File: config.mk
export PLATFORM = sky130hd
export DESIGN_NAME = pc_gen_flat
export DESIGN_NICKNAME = d
export VERILOG_FILES = /design/src/rtl/pc_gen_if.sv /design/src/rtl/pc_gen.sv /design/src/flat_wrapper.sv
export SDC_FILE = /design/constraint.sdc
export NUM_CORES = 1
export LEC_CHECK = 0
export ABC_AREA = 1
export BUFFER_PORTS_ARGS = -buffer_cell sky130_fd_sc_hd__buf_2
export CAP_MARGIN = 20
export CORE_MARGIN = 4
export CORE_UTILIZATION = 53
export DETAILED_ROUTE_END_ITERATION = 7
export HOLD_SLACK_MARGIN = 0.02
export PLACE_DENSITY = 0.82
export SLEW_MARGIN = 15
export SYNTH_ARGS = -nofsm -noshare
export SYNTH_HDL_FRONTEND = slang
export SYNTH_SLANG_ARGS = --single-unit
export TNS_END_PERCENT = 10
File: constraint.sdc
create_clock -name clk -period 2.25 [get_ports clk]
set_clock_uncertainty 0.1 [all_clocks]
set_input_delay 0.225 -clock clk [delete_from_list [all_inputs] [get_ports clk]]
set_output_delay 0.225 -clock clk [all_outputs]
set_load 0.01 [all_outputs]
File: src/rtl/pc_gen_if.sv
// Instruction-fetch bus between pc_gen (master) and the instruction ROM (slave).
// Handshake: rom_en requests the word at rom_addr; rom_ready=1 in the same cycle delivers it.
interface pc_gen_if;
    logic        rom_en;
    logic [31:0] rom_addr;
    logic        rom_ready;

    modport master (output rom_en, output rom_addr, input rom_ready);
    modport slave  (input rom_en, input rom_addr, output rom_ready);
endinterface

File: src/rtl/pc_gen.sv
// Program-counter generator / fetch requester with flush and branch redirect buffering.
// Optional macro PC_ALIGN_CHECK_EN adds the if_addr_err fetch-alignment check.
module pc_gen #(
    parameter logic [31:0] RESET_PC = 32'hBFC0_0000
) (
    input  logic        clk,
    input  logic        rst,
    input  logic        stall_pc,
    input  logic        flush,
    input  logic [31:0] flush_pc,
    input  logic        branch_flag,
    input  logic [31:0] branch_addr,
    pc_gen_if.master    rom,
    output logic [31:0] pc,
    output logic        pc_valid,
`ifdef PC_ALIGN_CHECK_EN
    output logic        if_addr_err,
`endif
    output logic        state_dbg
);
    typedef enum logic {BOOT = 1'b0, RUN = 1'b1} state_t;

    state_t      state_q, state_d;
    logic [31:0] pc_q, pc_d;
    logic [31:0] pend_addr_q, pend_addr_d;
    logic        pend_valid_q, pend_valid_d;
    logic        load;
    logic [31:0] load_tgt;
    logic        adv;
    logic        halted;

`ifdef PC_ALIGN_CHECK_EN
    logic err_q, err_d;
    assign halted      = err_q;
    assign if_addr_err = err_q;
    assign err_d       = load ? (load_tgt[1:0] != 2'b00) : err_q;

    always_ff @(posedge clk or posedge rst) begin
        if (rst) err_q <= 1'b0;
        else     err_q <= err_d;
    end
`else
    assign halted = 1'b0;
`endif

    always_comb begin
        state_d      = state_q;
        pc_d         = pc_q;
        pend_valid_d = pend_valid_q;
        pend_addr_d  = pend_addr_q;
        load         = 1'b0;
        load_tgt     = pc_q;
        // An alignment fault freezes the PC exactly like a permanent wait cycle.
        adv          = rom.rom_ready & ~stall_pc & ~halted;

        if (state_q == BOOT) begin
            state_d = RUN;
        end else if (flush) begin
            load         = 1'b1;
            load_tgt     = flush_pc;
            pend_valid_d = 1'b0;
        end else if (adv && branch_flag) begin
            load         = 1'b1;
            load_tgt     = branch_addr;
            pend_valid_d = 1'b0;
        end else if (adv && pend_valid_q) begin
            load         = 1'b1;
            load_tgt     = pend_addr_q;
            pend_valid_d = 1'b0;
        end else if (adv) begin
            pc_d = pc_q + 32'd4;
        end else if (branch_flag) begin
            pend_valid_d = 1'b1;
            pend_addr_d  = branch_addr;
        end

        if (load) begin
`ifdef PC_ALIGN_CHECK_EN
            pc_d = load_tgt;
`else
            pc_d = load_tgt & ~32'h3;
`endif
        end
    end

    always_ff @(posedge clk or posedge rst) begin
        if (rst) begin
            state_q      <= BOOT;
            pc_q         <= RESET_PC;
            pend_valid_q <= 1'b0;
            pend_addr_q  <= 32'd0;
        end else begin
            state_q      <= state_d;
            pc_q         <= pc_d;
            pend_valid_q <= pend_valid_d;
            pend_addr_q  <= pend_addr_d;
        end
    end

    assign rom.rom_en   = (state_q == RUN) & ~halted;
    assign rom.rom_addr = pc_q;
    assign pc           = pc_q;
    assign pc_valid     = rom.rom_en & rom.rom_ready;
    assign state_dbg    = (state_q == RUN);
endmodule
File: src/flat_wrapper.sv
// flat-port wrapper written by rule: the top's interface ports become plain ports
module pc_gen_flat 
#(
    parameter logic [31:0] RESET_PC = 32'hBFC0_0000
)
  (clk, rst, stall_pc, flush, flush_pc, branch_flag, branch_addr, pc, pc_valid, state_dbg, rom_rom_en, rom_rom_addr, rom_rom_ready);
  pc_gen_if rom_i ();
  input  logic clk;
  input  logic rst;
  input  logic stall_pc;
  input  logic flush;
  input  logic [31:0] flush_pc;
  input  logic branch_flag;
  input  logic [31:0] branch_addr;
  output logic [31:0] pc;
  output logic pc_valid;
  output logic state_dbg;
  output wire logic [$bits(rom_i.rom_en)-1:0] rom_rom_en;
  output wire logic [$bits(rom_i.rom_addr)-1:0] rom_rom_addr;
  input wire logic [$bits(rom_i.rom_ready)-1:0] rom_rom_ready;
  assign rom_rom_en = rom_i.rom_en;
  assign rom_rom_addr = rom_i.rom_addr;
  assign rom_i.rom_ready = rom_rom_ready;
  pc_gen #(.RESET_PC(RESET_PC)) u_core (.clk(clk), .rst(rst), .stall_pc(stall_pc), .flush(flush), .flush_pc(flush_pc), .branch_flag(branch_flag), .branch_addr(branch_addr), .rom(rom_i), .pc(pc), .pc_valid(pc_valid), .state_dbg(state_dbg));
endmodule
==> flow_metrics.env, run 1 <==
export IMPL_syn2layout_area_growth_pct=14.9
export IMPL_grt_util_all_layers=0.251
export IMPL_yosysUniqueCellTypes=36
export IMPL_ant_nets=0
export IMPL_dr_first_iter_drc_count=300
export IMPL_ir_drop_uv=406
export IMPL_clockRootBuffer="clkbuf_8"
export IMPL_cts_hold_buffers=9
export IMPL_final_cell_area_um2=5310
export IMPL_totalPowerFinal_mw=3.62
export IMPL_synth_seq_cells=62
export IMPL_synth_flop_cell="dfrtp_1"
export IMPL_vias_per_cell=5.34
export IMPL_synth_top_cells_by_area="dfrtp_1, nand2_1, nor2_1, buf_4, nand3_1"
export IMPL_port_buffers=128
export IMPL_cts_max_path_buffers=2
export IMPL_layout_min_cycle_time_ns=1.91
export IMPL_cts_sinks=62
export IMPL_htree_levels=3
export IMPL_timing_slew_headroom=0.635
export IMPL_core_um2=8340
export IMPL_rsz0062_at_grt="false"
export IMPL_crit_path_end_kind="register"
export IMPL_drive_gt1_frac=0.234
export IMPL_synth_warnings=0
export IMPL_avgSynthCellArea_um2=6.61
export IMPL_required_ns=2.42
export IMPL_antenna_found_initial=0
export IMPL_drc=0
export IMPL_ys_top_cells_by_count="nand2_1, nor2_1, dfrtp_1"
export IMPL_yosysMostFrequentCell="nand2_1"
export IMPL_final_max_slew_viol_count=0
export IMPL_netlist_area_um2=4620
export IMPL_ys_seq_area_frac=0.338
export IMPL_grt_start_max_net_pins=63
export IMPL_routabilityCongestion=0.895
export IMPL_rows=33
export IMPL_finalHoldViolCount=0
export IMPL_crit_chain="ha_1 > nand3_1 > inv_1 > nand2_2 > nor2_2 > nand3_1 > nand2_1 > nand2_1 > a21oi_1"
export IMPL_post_cts_buffers=0
export IMPL_p_leak_nw=2.67
export IMPL_grt_overflow_total=0
export IMPL_tns_ns=0
export IMPL_hpwlAfterDp_um=9510
export IMPL_rrSetupSlack_ns=0.34
export IMPL_cts_tree="yes"
export IMPL_die_area_um2=10300
export IMPL_fmax_mhz=524
export IMPL_drt_total_wl_um=12900
export IMPL_syn_inst=699
export IMPL_fp_dieW_um=101
export IMPL_worstSkewPairLatency_ns=0.34
export IMPL_avgRoutedWirePerCell_um=14.3
export IMPL_worst_pin_slew_ns=0.548
export IMPL_drt_pre_antenna_iters=4
export IMPL_status="complete, no violations"
export IMPL_ios=137
export IMPL_period_share=0.848
export IMPL_clkTransAtPathRegs_ns=0.07
export IMPL_grt_pass1_vias=4310
export IMPL_powerDensity_nw_per_um2=682
export IMPL_vias=4837
export IMPL_cts_resized=0
export IMPL_grt_pass1_wl_um=20600
export IMPL_initial_core_util=0.554
export IMPL_hold_path_class="input pin to register"
export IMPL_crit_path_start_kind="register"
export IMPL_synth_top_cell_by_area="dfrtp_1"
export IMPL_synth_edff_count=0
export IMPL_max_stage_delay_ns=0.45
export IMPL_synth_top_area_frac=0.287
export IMPL_antenna_cells=0
export IMPL_dieHeight_um=101
export IMPL_finalSetupViolations=0
export IMPL_cts_buffers_inserted=9
export IMPL_arrival_ns=2.07
export IMPL_synthArstFlopShare=1.00
export IMPL_place_area_um2=5050
export IMPL_drv_cap=0
export IMPL_final_nets=866
export IMPL_cp_max_fo=7
export IMPL_worst_path_max_delay_cell="dfrtp_1"
export IMPL_crit_type="register to register"
-- cell type report --
class | instances | area [um2]
fillers | 813 | 3030
multi-input cells | 528 | 2440
flip-flops and latches | 62 | 1560
repair buffers | 145 | 828
inverters | 49 | 184
clock buffers | 12 | 145
well taps | 105 | 131
clock inverters | 4 | 22.5
-- through the flow --
| step | setup slack [ns] | std cells | utilization | hold slack, ns |
|---|---|---|---|---|
| after floorplan | 0.398 | 702 | - | 0.246 |
| after global placement | 0.458 | 880 | 0.606 | 0.217 |
| after detailed placement | 0.385 | 880 | 0.606 | 0.217 |
| after CTS | 0.361 | 905 | 0.637 | 0.0240 |
| after global routing | 0.145 | 905 | 0.637 | 0.0261 |
| final | 0.343 | 905 | 0.637 | 0.0243 |
-- flip-flops by register name, indices dropped and copies added (netlist names) --
signal / count
u_core.rom.rom_en: 1
u_core.pend_valid_q: 1
u_core.pend_addr_q: 30
u_core.pc: 30
-- per-layer routing --
metal,part of all wire,vias up,GRT usage
li1,-,2347,-
met1,0.43,2252,0.354
met2,0.47,219,0.400
met3,0.084,19,0.0365
met4,0.015,0,0.0726
met5,0,-,0
-- path summary, 6_finish.rpt --
| path | from | end | depth (start not counted) |
|---|---|---|---|
| setup reg to reg | u_core.pc[2] | u_core.pc[28] | 9 |
| hold reg to reg | u_core.pend_addr_q[19] | u_core.pend_addr_q[19] | 1 |
| max in group asynchronous | rst | u_core.pc[31] | 4 |
| setup / recovery | u_core.pc[2] | u_core.pc[28] | 9 |
| hold / removal | branch_addr[25] | u_core.pend_addr_q[25] | 3 |
| min in group asynchronous | rst | u_core.pend_addr_q[14] | 4 |
-- cells by family after synthesis --
logic type               count (synthesis)  synth area share
multiplexers                            15            0.0365
adder cells (fa/ha/maj)                  1           0.00271
flip-flops                              62             0.338
other                                    2           0.00162
XOR/XNOR                                 6            0.0114
buffers and inverters                  112             0.137
AO/OA/AOI/OAI                           75            0.0858
AND/OR/NAND/NOR                        426             0.387
-- worst max-delay path: cells and delay by family, from the launching register on --
kind,cells,cell delay (ns)
flip-flops,1,0.45
AND/OR/NAND/NOR,6,0.77
AO/OA/AOI/OAI,1,0.15
buffers and inverters,1,0.14
adder cells (fa/ha/maj),1,0.22
-- placed cells by master (no fill, tap or decap) --
master and n:
mux2_2 5, buf_4 5, nand3_1 48, dlygate4sd3_1 9, nor2_4 1, or2_2 1, or2_0 11, inv_1 39
nand2_2 3, dfstp_2 9, conb_1 5, nor2_8 1, nand2_4 1, nand4_1 2, o21a_1 3, inv_2 9
clkinv_2 3, nor2_1 131, nand3b_1 2, clkbuf_1 2, ha_1 1, o21ai_0 27, nor2_2 4, o21ai_1 9
clkbuf_8 10, xor2_1 4, buf_2 128, nor3_1 3, a31oi_1 1, mux2_1 10, nand2_1 215, nand3_4 2
nand3_2 1, a21oi_1 30, o211ai_1 5, xnor2_1 2, clkinvlp_4 1, clkinv_1 1, buf_12 3, dfrtp_1 53
-- where the power goes --
group,switching [mW],internal [mW]
registers,0.258,1.37
clock network,0.436,0.425
logic,0.666,0.475
total,1.36,2.27
No activity file was read; power rests on OpenSTA's default activity.
==> run 2: changes to the inputs <==
==> constraint.sdc (replaced) <==
create_clock -name clk -period 1.9 [get_ports clk]
set_clock_uncertainty 0.1 [all_clocks]
set_input_delay 0.19 -clock clk [delete_from_list [all_inputs] [get_ports clk]]
set_output_delay 0.19 -clock clk [all_outputs]
set_load 0.01 [all_outputs]
==> run 2 against run 1 <==
Sequential share of layout area shrank 1.6 points. Clock-buffer cell count shrank 1. Final area is 5.8% higher. Register-to-register slack worse by 0.21 ns. Utilization is 3.7 points higher. Sequential power grew 18%. Hold slack better by 0.049 ns. Die area did not move. Critical path type unchanged. Critical endpoint unchanged. Largest power group unchanged. Highest routed layer unchanged.
==> flow_metrics.env, run 2 (same netlist as run 1, synthesis figures left out) <==
export IMPL_status="complete, no violations"
export IMPL_drive_gt1_frac=0.236
export IMPL_grt_pass1_wl_um=21700
export IMPL_finalSetupViolations=0
export IMPL_worstSkewPairLatency_ns=0.34
export IMPL_rows=33
export IMPL_dr_first_iter_drc_count=427
export IMPL_grt_pass1_vias=4550
export IMPL_clockRootBuffer="clkbuf_8"
export IMPL_hold_path_class="input pin to register"
export IMPL_fillers=786
export IMPL_cts_max_path_buffers=2
export IMPL_powerDensity_nw_per_um2=833
export IMPL_antenna_found_initial=0
export IMPL_crit_path_start_kind="register"
export IMPL_cts_buffers_inserted=9
export IMPL_rsz0062_at_grt="true"
export IMPL_ir_drop_uv=502
export IMPL_finalHoldViolCount=0
export IMPL_avgRoutedWirePerCell_um=14.6
export IMPL_totalPowerFinal_mw=4.68
export IMPL_ios=137
export IMPL_final_cell_area_um2=5620
export IMPL_dp_cells=887
export IMPL_final_max_slew_viol_count=0
export IMPL_routabilityCongestion=0.880
export IMPL_final_common_cell="nand2_1"
export IMPL_fp_dieW_um=101
export IMPL_final_cells=930
export IMPL_grt_util_all_layers=0.264
export IMPL_fin_util=0.674
export IMPL_ant_nets=0
export IMPL_layout_min_cycle_time_ns=1.77
export IMPL_tns_ns=0
export IMPL_antenna_cells=0
export IMPL_hpwlAfterDp_um=9690
export IMPL_drt_total_wl_um=13600
export IMPL_dieHeight_um=101
export IMPL_fmax_mhz=565
export IMPL_cts_tree="yes"
export IMPL_crit_type="register to register"
export IMPL_htree_levels=3
export IMPL_drc=0
export IMPL_vias=4972
export IMPL_vias_per_cell=5.35
export IMPL_grt_start_max_net_pins=43
export IMPL_core_um2=8340
export IMPL_crit_path_end_kind="register"
export IMPL_drt_pre_antenna_iters=6
export IMPL_port_buffers=128
export IMPL_post_cts_buffers=0
export IMPL_period_share=0.932
export IMPL_arrival_ns=1.95
export IMPL_initial_core_util=0.554
export IMPL_required_ns=2.08
export IMPL_layout_common_cells="nand2_1, nor2_1, buf_2"
export IMPL_cts_sinks=62
export IMPL_place_area_um2=5110
export IMPL_drv_cap=0
export IMPL_die_area_um2=10300
export IMPL_syn2layout_area_growth_pct=21.6
export IMPL_grt_overflow_total=0
export IMPL_cp_max_fo=6
export IMPL_clkTransAtPathRegs_ns=0.08
export IMPL_final_nets=892
export IMPL_p_leak_nw=2.81
==> run 2: timing repair <==
item / in CTS / in global routing
hold buffers: 27 / 1
endpoints found under the hold margin: 46 / 1
setup endpoints to repair: 0 / 4
resized for setup: 0 / 2
==> run 2: metrics by stage <==
stage	hold slack [ns]	setup slack (ns)
2_1_floorplan	0.211	0.0835
3_3_place_gp	0.122	0.157
6_report	0.0736	0.129
4_1_cts	0.0204	0.117
3_5_place_dp	0.127	0.110
5_1_grt	0.0916	-0.00459
==> run 2: path summary, 6_finish.rpt <==
kind | start | endpoint | slack [ns] | cells after the start
worst max-delay path | u_core.pc[2] | u_core.pc[28] | 0.13 | 9
worst min-delay path | flush_pc[4] | u_core.pc[4] | 0.07 | 5
worst max register to register | u_core.pc[2] | u_core.pc[28] | 0.13 | 9
worst min register to register | u_core.pend_addr_q[6] | u_core.pend_addr_q[6] | 0.39 | 1
max in group asynchronous | rst | u_core.pc[22] | 0.74 | 4
min in group asynchronous | rst | u_core.pend_addr_q[14] | 0.31 | 3
==> run 2: where the power goes <==
group	leakage [nW]	internal, mW	switching (mW)
Clock	0.115	0.799	0.540
Sequential	0.731	1.62	0.294
Combinational	1.97	0.610	0.822
==> run 2: routing by layer <==
metal	wire length, um	vias to the layer above	track usage	part of all wire
li1	-	2399	-	-
met1	5600	2282	0.371	0.41
met2	6470	257	0.427	0.48
met3	1230	34	0.0406	0.090
met4	305	0	0.0695	0.022
met5	0	-	0	0
==> run 2: layout make-up <==
| cell class | instances | area (um2) | area share |
|---|---|---|---|
| Tap cell | 105 | 131 | 0.0234 |
| Sequential cell | 62 | 1560 | 0.278 |
| Inverter | 49 | 184 | 0.0327 |
| Clock buffer | 11 | 151 | 0.0269 |
| Multi-Input combinational cell | 528 | 2450 | 0.436 |
| Timing Repair Buffer | 171 | 1070 | 0.191 |
| Clock inverter | 4 | 70.1 | 0.0125 |
==> run 2: worst max-delay path, cell delays in order (launching register included) <==
cell     delay [ns]
dfrtp_1        0.37
ha_1           0.21
nand3_1        0.15
inv_1          0.14
nand2_2        0.14
nor2_2         0.23
nand3_1        0.11
nand2_1        0.07
nand2_1        0.05
a21oi_1        0.12
==> run 3: changes to the inputs <==
==> constraint.sdc (replaced) <==
create_clock -name clk -period 1.9 [get_ports clk]
set_clock_uncertainty 0.1 [all_clocks]
set_input_delay 0.095 -clock clk [delete_from_list [all_inputs] [get_ports clk]]
set_output_delay 0.095 -clock clk [all_outputs]
set_load 0.01 [all_outputs]
==> run 3 against run 2 <==
The flow now finishes with violations (DRC). Power shrank 2.4%. Combinational power about the same. Clock power down 8%. Critical endpoint unchanged. Largest cell class unchanged. Largest power group unchanged.
==> flow_metrics.env, run 3 (same netlist as run 1, synthesis figures left out) <==
export IMPL_status="complete, but fails checks"
export IMPL_violations="DRC"
export IMPL_die_area_um2=10300
export IMPL_arrival_ns=1.90
export IMPL_final_max_slew_viol_count=0
export IMPL_final_cell_area_um2=5650
export IMPL_grt_pass1_wl_um=22100
export IMPL_cts_buffers_inserted=9
export IMPL_fp_dieW_um=101
export IMPL_drc=5
export IMPL_drive_gt1_frac=0.234
export IMPL_antenna_found_initial=0
export IMPL_drv_cap=0
export IMPL_hold_path_class="input pin to register"
export IMPL_seq_area_um2=1560
export IMPL_clockRootBuffer="clkbuf_8"
export IMPL_grt_pass1_vias=4701
export IMPL_crit_type="register to register"
export IMPL_antenna_cells=0
export IMPL_p_leak_nw=2.84
export IMPL_drt_pre_antenna_iters=8
export IMPL_grt_overflow_total=0
export IMPL_crit_path_start_kind="register"
export IMPL_max_stage_delay_ns=0.41
export IMPL_final_nets=898
export IMPL_ir_drop_uv=629
export IMPL_finalHoldViolCount=0
export IMPL_clkTransAtPathRegs_ns=0.07
export IMPL_required_ns=2.07
export IMPL_dr_first_iter_drc_count=389
export IMPL_crit_chain="ha_1 > nand3_1 > inv_1 > nand2_4 > nor2_2 > nand3_1 > nand2_1 > nand2_1 > a21oi_1"
export IMPL_cts_sinks=62
export IMPL_place_area_um2=5070
export IMPL_period_share=0.912
export IMPL_worst_path_max_delay_cell="dfrtp_2"
export IMPL_cts_max_path_buffers=2
export IMPL_dp_cells=886
export IMPL_intPower_mw=2.94
export IMPL_layout_min_cycle_time_ns=1.73
export IMPL_fillers=752
export IMPL_final_common_cell="nand2_1"
export IMPL_vias=4990
export IMPL_layout_common_cells="nand2_1, nor2_1, buf_2"
export IMPL_netSwitchingPower_mw=1.64
export IMPL_grt_start_max_net_pins=39
export IMPL_ant_nets=0
export IMPL_initial_core_util=0.554
export IMPL_syn2layout_area_growth_pct=22.2
export IMPL_switching_share=0.358
export IMPL_rows=33
export IMPL_final_cells=937
export IMPL_fmax_mhz=577
export IMPL_drt_total_wl_um=13600
export IMPL_worstSkewPairLatency_ns=0.34
export IMPL_rrSetupSlack_ns=0.17
export IMPL_routabilityCongestion=0.900
export IMPL_dieHeight_um=101
export IMPL_powerDensity_nw_per_um2=810
export IMPL_finalSetupViolations=0
export IMPL_seq_power_share=0.419
export IMPL_htree_levels=3
export IMPL_rsz0062_at_grt="true"
export IMPL_port_buffers=128
export IMPL_avgRoutedWirePerCell_um=14.5
export IMPL_cts_tree="yes"
export IMPL_grt_util_all_layers=0.269
export IMPL_multi_input_area_um2=2450
export IMPL_power_share_clock=0.270
export IMPL_combPwrFrac=0.311
export IMPL_ios=137
export IMPL_crit_path_end_kind="register"
export IMPL_hpwlAfterDp_um=9690
export IMPL_vias_per_cell=5.33
export IMPL_core_um2=8340
export IMPL_cp_max_fo=6
-- run 3: cell count changes in the layout (fill, tap and decap cells not counted), sizes merged --
cell         previous run  this run
buf                   143       142
bufinv                  2         1
clkbuf                 11        13
clkinv                  3         2
clkinvlp                0         1
dlygate4sd3            28        35
-- run 3: metrics by stage --
| step | worst slack [ns] | power, mW | utilization | hold slack [ns] | setup TNS (ns) |
|---|---|---|---|---|---|
| 5_1_grt | -0.00244 | 4.85 | 0.677 | 0.0755 | -0.00244 |
| 4_1_cts | 0.0749 | 4.58 | 0.676 | 0.0241 | 0 |
| 2_1_floorplan | 0.178 | 2.90 | - | 0.116 | 0 |
| 3_3_place_gp | 0.163 | 3.23 | 0.608 | 0.0193 | 0 |
| 6_report | 0.168 | 4.57 | 0.677 | 0.0312 | 0 |
| 3_5_place_dp | 0.0920 | 3.28 | 0.608 | 0.0160 | 0 |
-- run 3: repair_timing --
action                                  in CTS  in global routing
buffers inserted                             0                  0
resized for setup                            0                  3
endpoints found under the setup margin       0                  8
endpoints found under the hold margin       68                  0
hold buffers                                35                  0
-- run 3: worst paths after layout --
kind | depth (start not counted) | to | startpoint
max in group asynchronous | 4 | u_core.pc[24] | rst
hold reg to reg | 1 | u_core.pend_addr_q[6] | u_core.pend_addr_q[6]
min in group asynchronous | 3 | u_core.pend_addr_q[16] | rst
setup reg to reg | 9 | u_core.pc[28] | u_core.pc[3]
hold / removal | 5 | u_core.pc[3] | flush_pc[3]
setup / recovery | 9 | u_core.pc[28] | u_core.pc[3]
-- run 3: routing by layer --
layer / global-route usage / wire length [um] / vias to the layer above
li1: - / - / 2414
met1: 0.351 / 5530 / 2286
met2: 0.445 / 6560 / 253
met3: 0.0413 / 1130 / 37
met4: 0.111 / 388 / 0
met5: 0 / 0 / -
-- run 3: final cells by class --
cell class                      count  share of cell area
Clock inverter                      3             0.00753
Sequential cell                    62               0.277
Inverter                           49              0.0326
Multi-Input combinational cell    528               0.433
Timing Repair Buffer              177               0.196
Clock buffer                       13              0.0299
Tap cell                          105              0.0233
-- run 3: worst max-delay path, delay by kind of cell, from the launching register on --
kind | cells | cell delay [ns]
adder cells (fa/ha/maj) | 1 | 0.20
buffers and inverters | 1 | 0.17
flip-flops | 1 | 0.41
AND/OR/NAND/NOR | 6 | 0.67
AO/OA/AOI/OAI | 1 | 0.13
-- run 3: power groups by stage --
stage	clock, mW	combinational (mW)	sequential, mW
after detailed placement	0	1.35	1.93
after global placement	0	1.32	1.91
after global routing	1.30	1.58	1.96
after CTS	1.26	1.42	1.91
final	1.23	1.42	1.92
after floorplan	0	0.974	1.92
